File: src/rtl/sync_tx_arbiter.sv
`default_nettype none
// ============================================================================
//  Module   : sync_tx_arbiter
//  Brief    : Source-domain round-robin arbiter that shares one bus
//             synchronizer channel. The winner's word is latched onto
//             unsync_bus and framed by a fixed-length bus_enable pulse,
//             followed by a fixed quiet gap before the next grant.
//  Revision : 1.0 - initial release
// ============================================================================
module sync_tx_arbiter #(
  parameter int BUS_WIDTH   = 8,
  parameter int N_REQ       = 4,
  parameter int HOLD_CYCLES = 4,
  parameter int GAP_CYCLES  = 3
) (
  input  logic                       clk,
  input  logic                       rst,
  input  logic [N_REQ-1:0]           req,
  input  logic [N_REQ*BUS_WIDTH-1:0] req_data,
  output logic [N_REQ-1:0]           grant,
  output logic [BUS_WIDTH-1:0]       unsync_bus,
  output logic                       bus_enable,
  output logic                       busy
);

  localparam int MAX_CYC = (HOLD_CYCLES > GAP_CYCLES) ? HOLD_CYCLES : GAP_CYCLES;
  localparam int CNT_W   = $clog2(MAX_CYC + 1);
  localparam int IDX_W   = $clog2(N_REQ);

  localparam logic [CNT_W-1:0] C_HOLD_LOAD = CNT_W'(HOLD_CYCLES - 1);
  localparam logic [CNT_W-1:0] C_GAP_LOAD  = CNT_W'(GAP_CYCLES - 1);
  localparam logic [IDX_W-1:0] C_LAST_RST  = IDX_W'(N_REQ - 1);

  localparam logic [1:0] S_IDLE = 2'd0;
  localparam logic [1:0] S_HOLD = 2'd1;
  localparam logic [1:0] S_GAP  = 2'd2;

  logic [1:0]           state_q, state_d;
  logic [CNT_W-1:0]     cnt_q, cnt_d;
  logic [IDX_W-1:0]     last_q, last_d;
  logic [BUS_WIDTH-1:0] bus_q, bus_d;
  logic                 en_q, en_d;
  logic [N_REQ-1:0]     grant_q, grant_d;

  logic                 win_found;
  logic [IDX_W-1:0]     win_idx;
  logic [IDX_W-1:0]     cand_idx;
  int                   cand;

  logic [BUS_WIDTH-1:0] data_arr [N_REQ];

  // Split the flat request data vector into one word per requester
  for (genvar g = 0; g < N_REQ; g++) begin : g_unpack
    assign data_arr[g] = req_data[g*BUS_WIDTH +: BUS_WIDTH];
  end

  // Round-robin search starting just after the last granted requester
  always_comb begin
    win_found = 1'b0;
    win_idx   = last_q;
    cand      = 0;
    cand_idx  = '0;
    for (int k = 1; k <= N_REQ; k++) begin
      cand     = (int'(last_q) + k) % N_REQ;
      cand_idx = IDX_W'(cand);
      if (!win_found && req[cand_idx]) begin
        win_found = 1'b1;
        win_idx   = cand_idx;
      end
    end
  end

  // State register plus all registered outputs; reset abandons any transfer
  always_ff @(posedge clk) begin
    if (!rst) begin
      state_q <= S_IDLE;
      cnt_q   <= '0;
      last_q  <= C_LAST_RST;
      bus_q   <= '0;
      en_q    <= 1'b0;
      grant_q <= '0;
    end else begin
      state_q <= state_d;
      cnt_q   <= cnt_d;
      last_q  <= last_d;
      bus_q   <= bus_d;
      en_q    <= en_d;
      grant_q <= grant_d;
    end
  end

  // Next-state and hold/gap counter sequencing
  always_comb begin
    state_d = state_q;
    cnt_d   = cnt_q;
    case (state_q)
      S_IDLE: begin
        if (win_found) begin
          state_d = S_HOLD;
          cnt_d   = C_HOLD_LOAD;
        end
      end
      S_HOLD: begin
        if (cnt_q == '0) begin
          state_d = S_GAP;
          cnt_d   = C_GAP_LOAD;
        end else begin
          cnt_d = cnt_q - 1'b1;
        end
      end
      S_GAP: begin
        if (cnt_q == '0) begin
          state_d = S_IDLE;
        end else begin
          cnt_d = cnt_q - 1'b1;
        end
      end
      default: begin
        state_d = S_IDLE;
        cnt_d   = '0;
      end
    endcase
  end

  // Output next values: latch word and raise enable on grant, drop enable after hold
  always_comb begin
    grant_d = '0;
    bus_d   = bus_q;
    en_d    = en_q;
    last_d  = last_q;
    case (state_q)
      S_IDLE: begin
        if (win_found) begin
          grant_d[win_idx] = 1'b1;
          bus_d            = data_arr[win_idx];
          en_d             = 1'b1;
          last_d           = win_idx;
        end
      end
      S_HOLD: begin
        if (cnt_q == '0) begin
          en_d = 1'b0;
        end
      end
      default: begin
        en_d = 1'b0;
      end
    endcase
  end

  assign grant      = grant_q;
  assign unsync_bus = bus_q;
  assign bus_enable = en_q;
  assign busy       = (state_q != S_IDLE);

endmodule
`default_nettype wire

File: config.mk
export PLATFORM = sky130hd
export DESIGN_NAME = sync_tx_arbiter
export DESIGN_NICKNAME = d
export VERILOG_FILES = /design/src/rtl/sync_tx_arbiter.sv
export SDC_FILE = /design/constraint.sdc
export NUM_CORES = 1
export LEC_CHECK = 0
export ABC_AREA = 1
export BUFFER_PORTS_ARGS = -buffer_cell sky130_fd_sc_hd__buf_2
export CORE_MARGIN = 8
export CORE_UTILIZATION = 30
export DETAILED_ROUTE_END_ITERATION = 8
export GPL_TIMING_DRIVEN = 0
export PLACE_DENSITY = 0.54
export SYNTH_ARGS = -nofsm -noshare
export SYNTH_HDL_FRONTEND = slang
export SYNTH_SLANG_ARGS = --single-unit
File: constraint.sdc
create_clock -name clk -period 2 [get_ports clk]
set_input_delay 0.4 -clock clk [delete_from_list [all_inputs] [get_ports clk]]
set_output_delay 0.4 -clock clk [all_outputs]
set_load 0.01 [all_outputs]
==> impl_metrics.ini <==
[finish]
antenna_cells = 0
drive_gt1_share_pct = 29.2
fin_nets = 346
fin_area_mm2 = 0.00190
syn2layout_area_growth_pct = 26.7
final_util_pct = 39.9

[clock_network]
clkTransAtPathRegs_ps = 70
holdBufCountCts = 0
cts_tree = done
cts_sinks = 20
cts_root_buf = clkbuf_8
post_cts_resized = 0
h-tree-depth = 1
clock_latency_ps = 250
cts_max_path_buffers = 2
numCtsBuffers = 3
cts_setup_buffers = 0

[pwr]
power.total_mw = 3.37
powerDensity_mw_per_mm2 = 1780
leakage_nw = 1.12
ir_worst_vdd_v = 0.000573

[global_route]
grt_usage_pct = 11.7
antenna_found_initial = 0
grt_max_degree = 12
grt_pass1_vias = 1623
grt_pass1_wl_mm = 7.18
gr-total-overflow = 0

[detailed_routing]
wirelength_mm = 4.35
wl_per_cell_um = 11.7
post_drt_via_cell_ratio = 4.41
num_vias = 1641
drtIter0Drc = 94
dr.pass1.iters = 4
antenna_left = 0
drc = 0

[critical_path]
critPathArrivalTime_ps = 1980
crit_fanout = 10
worstPathRequired_ps = 2160
worst_setup_path_end_kind = register
startpoint_type = register
crit_type = register to register

[synth]
synth_fp_nets = 290
synth_cells = 250
synth_compound_area_share_pct = 6.68
synthXorXnorAreaFrac_pct = 0
muxShareOfSynthArea_pct = 0
ys_ff_latch = 20
synthAdderAreaFrac_pct = 1.67
synth_warnings = 0
ys_types = 23
synth_top_family_by_area = simple AND/OR/NAND/NOR gates
yosysSeqAreaShare_pct = 26.7
syn_area_mm2 = 0.00150
avgSynthCellArea_um2 = 5.99
yosys.area_share.simple_pct = 50.0

[floorplanning]
core-area_mm2 = 0.00475
dieArea_mm2 = 0.00751
die_x_um = 86.7
io_pins = 52
start_util_pct = 31.5
placementRows = 25
die_height_um = 86.7

[sta]
fmax_mhz = 549
hold_violations = 0
post-route-period-util_pct = 91.1
rsz0062_at_grt = no
fin_tns_setup_ps = 0
final-setup-viol-count = 0
skew_ps = 2.77
final_max_slew_viol_count = 0
layout_min_cycle_time_ps = 1820
worstMarginPinSlew_ps = 471
slew_headroom_pct = 68.6

[job]
cap_violations = 0

[outcome]
status = completed

[hold_path]
hold_path.class = input pin to register

[placement]
portBuffers = 51
place.gp.congestion = 0.808
postPlaceCellArea_mm2 = 0.00184
hpwl_mm = 3.41
-- sequential cells by signal (all words and copies together) (netlist names) --
signal      flops
grant           4
cnt_q           3
unsync_bus      8
bus_enable      1
state_q         2
last_q          2
-- Yosys cell counts --
cell type | instances | area, um2
a21oi_1 | 9 | 45.0
a22oi_1 | 1 | 7.51
buf_2 | 1 | 5.00
buf_4 | 1 | 7.51
buf_6 | 4 | 45.0
clkbuf_1 | 1 | 3.75
dfxtp_1 | 20 | 400
ha_1 | 2 | 25.0
inv_1 | 35 | 131
inv_2 | 4 | 15.0
inv_4 | 1 | 6.26
inv_6 | 1 | 8.76
nand2_1 | 68 | 255
nand2_2 | 14 | 87.6
nand2_4 | 3 | 33.8
nand3_1 | 46 | 230
nand3_4 | 1 | 17.5
nand4_2 | 1 | 12.5
nor2_1 | 24 | 90.1
nor2_2 | 2 | 12.5
nor3_1 | 2 | 10.0
o211ai_1 | 1 | 7.51
o21ai_0 | 8 | 40.0
-- worst max-delay path: stages (launching register included) --
cell and delay, ps:
dfxtp_1 310, buf_6 140, inv_6 100, nand2_1 70, nand2_2 90, nand2_1 70
nand2_2 130, nand2_4 80, nand3_4 120, buf_4 210, nand3_1 90, nand3_1 80
nand3_1 120, nand2_1 80, inv_1 30
-- layer usage --
metal	part of all wire, %	GRT usage [%]	vias up
li1	-	-	893
met1	50	14.4	702
met2	43	18.9	44
met3	6.8	4.16	2
met4	0.23	2.35	0
met5	0	0	-
-- final cells by class --
| type | instances | area [um2] |
|---|---|---|
| Fill cell | 559 | 2860 |
| Multi-Input combinational cell | 182 | 880 |
| Sequential cell | 20 | 400 |
| Clock buffer | 4 | 55.1 |
| Buffer | 7 | 61.3 |
| Tap cell | 67 | 83.8 |
| Timing Repair Buffer | 51 | 255 |
| Inverter | 41 | 161 |
-- layout by cell type (no fill, tap or decap) --
master / count
nor3_1: 2
a22oi_1: 1
nand3_1: 45
dfxtp_1: 20
clkbuf_1: 1
nor2_1: 24
buf_4: 1
o211ai_1: 1
ha_1: 2
nor2_2: 2
nand2_2: 14
nand2_1: 68
inv_6: 1
nand2_4: 3
nand4_2: 1
o21ai_0: 8
inv_1: 35
clkbuf_8: 4
buf_2: 52
nand3_4: 1
buf_6: 4
a21oi_1: 9
nand3_2: 1
inv_4: 1
inv_2: 4
-- final timing paths --
| check | startpoint | end | slack, ps | cells past startpoint |
|---|---|---|---|---|
| min | rst | last_q[0]$_SDFFE_PN1P_ | 400 | 2 |
| min reg2reg | cnt_q[2]$_SDFFE_PN0P_ | cnt_q[2]$_SDFFE_PN0P_ | 460 | 1 |
| max | last_q[0]$_SDFFE_PN1P_ | unsync_bus[0]$_SDFFE_PN0P_ | 180 | 14 |
| max reg2reg | last_q[0]$_SDFFE_PN1P_ | unsync_bus[0]$_SDFFE_PN0P_ | 180 | 14 |
-- metrics by stage --
stage	setup slack [ps]	hold slack, ps	cells
4_1_cts	172	394	372
5_1_grt	9.78	399	372
6_report	178	404	372
2_1_floorplan	456	422	250
3_3_place_gp	190	438	368
3_5_place_dp	191	451	368
-- logic make-up after synthesis --
logic type,Yosys count
simple gates,161
fa+ha+maj,2
compound gates,19
buf+inv,48
flops,20
-- report_power, final --
| group | leakage [nW] | switching (mW) | internal (mW) |
|---|---|---|---|
| logic | 0.927 | 1.59 | 0.855 |
| registers | 0.166 | 0.0659 | 0.556 |
| clock network | 0.0288 | 0.127 | 0.175 |
| total | 1.12 | 1.78 | 1.59 |
(Power assumes the default switching activity.)
